## src/rtl/timer_digit_loader_pkg.sv

```systemverilog
// Shared definitions for the keypad-to-timer digit loader: BCD widths, FSM states, key validation.
package timer_digit_loader_pkg;

  localparam int          BCD_W          = 4;
  localparam logic [3:0]  BCD_MAX        = 4'd9;
  localparam logic [3:0]  KEY_CODE_LIMIT = 4'd10;

  typedef logic [BCD_W-1:0] bcd_t;

  typedef enum logic [1:0] {
    ST_IDLE    = 2'd0,
    ST_ENTRY   = 2'd1,
    ST_LOAD    = 2'd2,
    ST_RELEASE = 2'd3
  } state_e;

  function automatic logic is_bcd(input logic [3:0] code);
    return (code < KEY_CODE_LIMIT) && (code <= BCD_MAX);
  endfunction

endpackage

```

## src/rtl/timer_digit_loader_if.sv

```systemverilog
// Keypad/timer-side signal bundle of the digit loader; master drives keys, slave is the loader.
interface timer_digit_loader_if #(
  parameter int NUM_DIGITS = 4
);
  import timer_digit_loader_pkg::*;

  logic                        key_valid;
  bcd_t                        key_code;
  logic                        key_clear;
  logic                        start;
  logic                        timer_running;
  logic [NUM_DIGITS-1:0][3:0]  digits_out;
  logic                        loadn;
  logic [2:0]                  digit_count;
  logic                        load_done;

  modport master (
    output key_valid, key_code, key_clear, start, timer_running,
    input  digits_out, loadn, digit_count, load_done
  );

  modport slave (
    input  key_valid, key_code, key_clear, start, timer_running,
    output digits_out, loadn, digit_count, load_done
  );

endinterface

```

## src/rtl/timer_digit_loader_bcd_shift_buffer.sv

```systemverilog
// NUM_DIGITS x BCD shift-in register; new digit enters slot 0, older digits move up one slot.
module bcd_shift_buffer
  import timer_digit_loader_pkg::*;
#(
  parameter int NUM_DIGITS = 4
) (
  input  logic                       clock,
  input  logic                       clearn,
  input  logic                       clr,
  input  logic                       shift,
  input  bcd_t                       din,
  output logic [NUM_DIGITS-1:0][3:0] digits,
  output logic [2:0]                 count,
  output logic                       full
);

  localparam logic [2:0] FULL_CNT = 3'(NUM_DIGITS);

  always_ff @(posedge clock) begin
    if (!clearn || clr) begin
      digits <= '0;
      count  <= '0;
    end else if (shift) begin
      digits <= {digits[NUM_DIGITS-2:0], din};
      count  <= count + 3'd1;
    end
  end

  // Shifting is refused by the caller when full, so the top digit is never lost.
  assign full = (count == FULL_CNT);

endmodule

```

## src/rtl/timer_digit_loader.sv

```systemverilog
// Collects keypad digits into an MM:SS buffer and parallel-loads the stopped BCD counter chain.
module timer_digit_loader
  import timer_digit_loader_pkg::*;
#(
  parameter int NUM_DIGITS  = 4,
  parameter int LOAD_CYCLES = 2
) (
  input  logic                  clock,
  input  logic                  clearn,
  timer_digit_loader_if.slave   bus
);

  state_e     state;
  logic       key_valid_q;
  logic [3:0] load_cnt;
  logic       loadn_r;
  logic       load_done_r;
  logic [2:0] count;
  logic       full;

  logic key_rise, entry_st, buf_clr, start_ok, shift;

  assign key_rise = bus.key_valid & ~key_valid_q;
  assign entry_st = (state == ST_IDLE) || (state == ST_ENTRY);

  // Priority: key_clear over start over key entry; RELEASE empties the buffer after a load.
  assign buf_clr  = (entry_st & bus.key_clear) | (state == ST_RELEASE);
  assign start_ok = entry_st & ~bus.key_clear & bus.start & (count != 3'd0) & ~bus.timer_running;
  assign shift    = entry_st & ~bus.key_clear & ~start_ok & key_rise & is_bcd(bus.key_code)
                  & ~bus.timer_running & ~full;

  bcd_shift_buffer #(.NUM_DIGITS(NUM_DIGITS)) u_buf (
    .clock  (clock),
    .clearn (clearn),
    .clr    (buf_clr),
    .shift  (shift),
    .din    (bus.key_code),
    .digits (bus.digits_out),
    .count  (count),
    .full   (full)
  );

  always_ff @(posedge clock) begin
    if (!clearn) begin
      state       <= ST_IDLE;
      key_valid_q <= 1'b0;
      load_cnt    <= '0;
      loadn_r     <= 1'b1;
      load_done_r <= 1'b0;
    end else begin
      key_valid_q <= bus.key_valid;
      load_done_r <= 1'b0;
      case (state)
        ST_IDLE, ST_ENTRY: begin
          if (bus.key_clear) begin
            state <= ST_IDLE;
          end else if (start_ok) begin
            state    <= ST_LOAD;
            loadn_r  <= 1'b0;
            load_cnt <= 4'(LOAD_CYCLES);
          end else if (shift) begin
            state <= ST_ENTRY;
          end
        end
        ST_LOAD: begin
          // Counters started underneath us: abandon the load but keep what was typed.
          if (bus.timer_running) begin
            loadn_r <= 1'b1;
            state   <= ST_ENTRY;
          end else if (load_cnt == 4'd1) begin
            loadn_r     <= 1'b1;
            load_done_r <= 1'b1;
            state       <= ST_RELEASE;
          end else begin
            load_cnt <= load_cnt - 4'd1;
          end
        end
        ST_RELEASE: state <= ST_IDLE;
        default:    state <= ST_IDLE;
      endcase
    end
  end

  assign bus.loadn       = loadn_r;
  assign bus.load_done   = load_done_r;
  assign bus.digit_count = count;

endmodule
```

## src/flat_wrapper.sv

```systemverilog
// flat-port wrapper written by rule: the top's interface ports become plain ports
module timer_digit_loader_flat import timer_digit_loader_pkg::*;
#(
  parameter int NUM_DIGITS  = 4,
  parameter int LOAD_CYCLES = 2
)
  (clock, clearn, bus_key_valid, bus_key_code, bus_key_clear, bus_start, bus_timer_running, bus_digits_out, bus_loadn, bus_digit_count, bus_load_done);
  timer_digit_loader_if #(.NUM_DIGITS(NUM_DIGITS)) bus_i ();
  input  logic clock;
  input  logic clearn;
  input wire logic [$bits(bus_i.key_valid)-1:0] bus_key_valid;
  input wire logic [$bits(bus_i.key_code)-1:0] bus_key_code;
  input wire logic [$bits(bus_i.key_clear)-1:0] bus_key_clear;
  input wire logic [$bits(bus_i.start)-1:0] bus_start;
  input wire logic [$bits(bus_i.timer_running)-1:0] bus_timer_running;
  output wire logic [$bits(bus_i.digits_out)-1:0] bus_digits_out;
  output wire logic [$bits(bus_i.loadn)-1:0] bus_loadn;
  output wire logic [$bits(bus_i.digit_count)-1:0] bus_digit_count;
  output wire logic [$bits(bus_i.load_done)-1:0] bus_load_done;
  assign bus_i.key_valid = bus_key_valid;
  assign bus_i.key_code = bus_key_code;
  assign bus_i.key_clear = bus_key_clear;
  assign bus_i.start = bus_start;
  assign bus_i.timer_running = bus_timer_running;
  assign bus_digits_out = bus_i.digits_out;
  assign bus_loadn = bus_i.loadn;
  assign bus_digit_count = bus_i.digit_count;
  assign bus_load_done = bus_i.load_done;
  timer_digit_loader #(.NUM_DIGITS(NUM_DIGITS), .LOAD_CYCLES(LOAD_CYCLES)) u_core (.clock(clock), .clearn(clearn), .bus(bus_i));
endmodule
```

## config.mk

```make
export PLATFORM = sky130hd
export DESIGN_NAME = timer_digit_loader_flat
export DESIGN_NICKNAME = d
export VERILOG_FILES = /design/src/rtl/timer_digit_loader_pkg.sv /design/src/rtl/timer_digit_loader_if.sv /design/src/rtl/timer_digit_loader_bcd_shift_buffer.sv /design/src/rtl/timer_digit_loader.sv /design/src/flat_wrapper.sv
export SDC_FILE = /design/constraint.sdc
export NUM_CORES = 1
export LEC_CHECK = 0
export ABC_AREA = 1
export CORE_AREA = 2 2 59 72
export DETAILED_ROUTE_END_ITERATION = 10
export DIE_AREA = 0 0 61 74
export PLACE_DENSITY = 0.56
export SYNTH_ARGS = -nofsm -noshare
export SYNTH_HDL_FRONTEND = slang
export SYNTH_SLANG_ARGS = --single-unit
```

## constraint.sdc

```tcl
create_clock -name clock -period 2.5 [get_ports clock]
set_input_delay 0.5 -clock clock [delete_from_list [all_inputs] [get_ports clock]]
set_output_delay 0.5 -clock clock [all_outputs]
set_load 0.02 [all_outputs]
```

==> impl_metrics.tcl <==
set metrics [dict create \
    fin_nets 211 \
    cts_tree "done" \
    synth_edf_count 0 \
    fin_ws_ps 725.5 \
    synth-seq-area-share 0.4384 \
    cp-startpoint "u_core.u_buf.digits[4]" \
    period_needed_ps 1775 \
    crit_required_ps 2000 \
    timing.final.crit_share 0.7098 \
    start_kind "flip-flop" \
    first_pass_iters 4 \
    r2r_start "u_core.u_buf.count[0]" \
    hold_viol 0 \
    syn_inst 166 \
    tightest_slew_ps 258.1 \
    cts_resized 0 \
    use_met1 0.1686 \
    grt-ovfl-total 0 \
    crit_buf_inv 1 \
    crit_fanout 3 \
    fin_setup_tns_ps 0 \
    yosysWarnings 0 \
    cts.htree.levels 1 \
    cts_buffers 3 \
    rows 25 \
    vias 1106 \
    grt_pass1_wl_um 4264 \
    hold_class "reg2reg" \
    p_per_area_nw_per_um2 496.5 \
    fmax_mhz 563.5 \
    p_total_mw 0.8201 \
    skew_ps 2.205 \
    finalMaxSlewViolations 0 \
    ir_drop_mv 0.1844 \
    crit_family "buffers and inverters" \
    grt_busiest_layer "met2" \
    syn_area_um2 1279 \
    syn_area_per_cell_um2 7.703 \
    drt-initial-drc-count 29 \
    synth_flop_cell "dfxtp_1" \
    crit_path_end_kind "output pin" \
    synth_seq_cells 28 \
    via_per_inst 4.424 \
    start_util 0.3324 \
    layout_common_cells "nor2_1, clkdlybuf4s50_1, dfxtp_1" \
    cts_setup_buffers 0 \
    core_area_um2 3847 \
    reg2reg_slack_ps 930 \
    async_reset_ff_frac 0 \
    fillers 394 \
    syn_to_final_growth_pct 29.16 \
    clock_sinks 28 \
    layout_commonest_cell "nor2_1" \
    numPortBuffers 30 \
    die_w_um 61 \
    maxCapViolCount 0 \
    grt_max_degree 22 \
    grt_setup_unrepaired "false" \
    wl_per_cell_um 10.11 \
    die_h_um 74 \
    criticalPathCategory "reg2out" \
    ant_nets 0 \
    antenna_found_initial 0 \
    slowest_delay_ps 630 \
    outcome "completed" \
    io_pins 31 \
    gr-usage-met2 0.1924 \
    diodes 0 \
    relSlewSlack 0.8274 \
    pre_cts_slack_ps 565.8 \
    dieArea_um2 4514 \
    clkTransAtPathRegs_ps 90 \
    cellLeakagePower_nw 0.6418 \
    synth_nets 180 \
    drc 0 \
    slowest_stage "clkdlybuf4s50_1" \
    clockBufferDepth 2 \
    clk_latency_ps 270 \
    yosysUniqueCellTypes 22 \
    crit_arrival_ps 1270 \
    crit_chain "clkdlybuf4s50_1" \
    totalWireLength_um 2527 \
    hold_buffers 0 \
    gp_congestion 0.8639 \
    grtUsageMet3 0.02087 \
    grt_pass1_vias 1068 \
    grt.total_usage 0.1225 \
    setup_violations 0 \
    hpwl_um 1899 \
    worstHoldStart "u_core.bus.loadn" \
    root_buffer "clkbuf_8" \
    drive_gt1_frac 0.09184 \
]
[per-stage QoR]
| step | hold WS, ps | instance area (um^2) | std cells | utilization |
|---|---|---|---|---|
| floorplan | 462.7 | 1279 | 166 | - |
| global placement | 466.8 | 1597 | 246 | 0.4150 |
| detailed placement | 475.2 | 1597 | 246 | 0.4150 |
| CTS | 497.5 | 1652 | 250 | 0.4293 |
| global route | 514.8 | 1652 | 250 | 0.4293 |
| finish | 488.3 | 1652 | 250 | 0.4293 |
[sequential cells by signal, summed over array words and instances (netlist names)]
signal / flops
u_core.u_buf.digits: 16
u_core.load_cnt: 4
u_core.u_buf.count: 3
u_core.state: 2
u_core.bus.load_done: 1
u_core.bus.loadn: 1
u_core.key_valid_q: 1
[metal layers]
metal	up-vias	share of wire	routed length (um)
li1	586	-	-
met2	24	0.45	1142
met1	491	0.50	1274
met4	0	0.015	39
met5	-	0	0
met3	5	0.028	71
[synth_stat cells, types with 2 or more instances]
library cell / count / area (um^2)
o21ai_1: 19 / 95.09
nor2_4: 4 / 45.04
nand3_1: 5 / 25.02
inv_1: 13 / 48.80
ha_1: 4 / 50.05
a21oi_1: 8 / 40.04
inv_2: 5 / 18.77
o21ai_0: 4 / 20.02
nor2_1: 43 / 161.4
nand2_1: 21 / 78.83
dfxtp_1: 28 / 560.5
buf_6: 2 / 22.52
[layout make-up]
class | count | area, um^2 | share of cell area
clock buffer | 4 | 55.05 | 0.03333
tap | 54 | 67.56 | 0.04091
multi-input combinational | 115 | 591.8 | 0.3583
inverter | 19 | 76.32 | 0.04621
timing repair buffer | 30 | 300.3 | 0.1818
sequential | 28 | 560.5 | 0.3394
[worst register-to-register path, cell delays in order, from the launching register on]
cell     delay (ps)
dfxtp_1         360
inv_1            80
ha_1            210
nand2_1          70
nand3_1         130
nor2_4          160
nand2_4         170
inv_6           170
nor2_1           60
nor2_1          110
[path summary, 6_finish.rpt]
path	end	depth (start not counted)
setup reg to reg	u_core.u_buf.digits[14]	9
hold / removal	u_core.bus.loadn	2
setup / recovery	bus_digits_out[4]	1
hold reg to reg	u_core.bus.loadn	2
[power by group]
part	total (mW)	leakage, nW	switching (mW)	internal [mW]
Sequential	0.457	0.226	0.00443	0.452
Clock	0.282	0.0288	0.141	0.141
Combinational	0.0816	0.387	0.0453	0.0363
[logic make-up after synthesis]
| logic type | synth area share |
|---|---|
| flops | 0.4384 |
| compound gates | 0.1399 |
| fa+ha+maj | 0.03914 |
| buf+inv | 0.09883 |
| simple gates | 0.2838 |
Note: power is estimated with default switching activity, not from simulation.
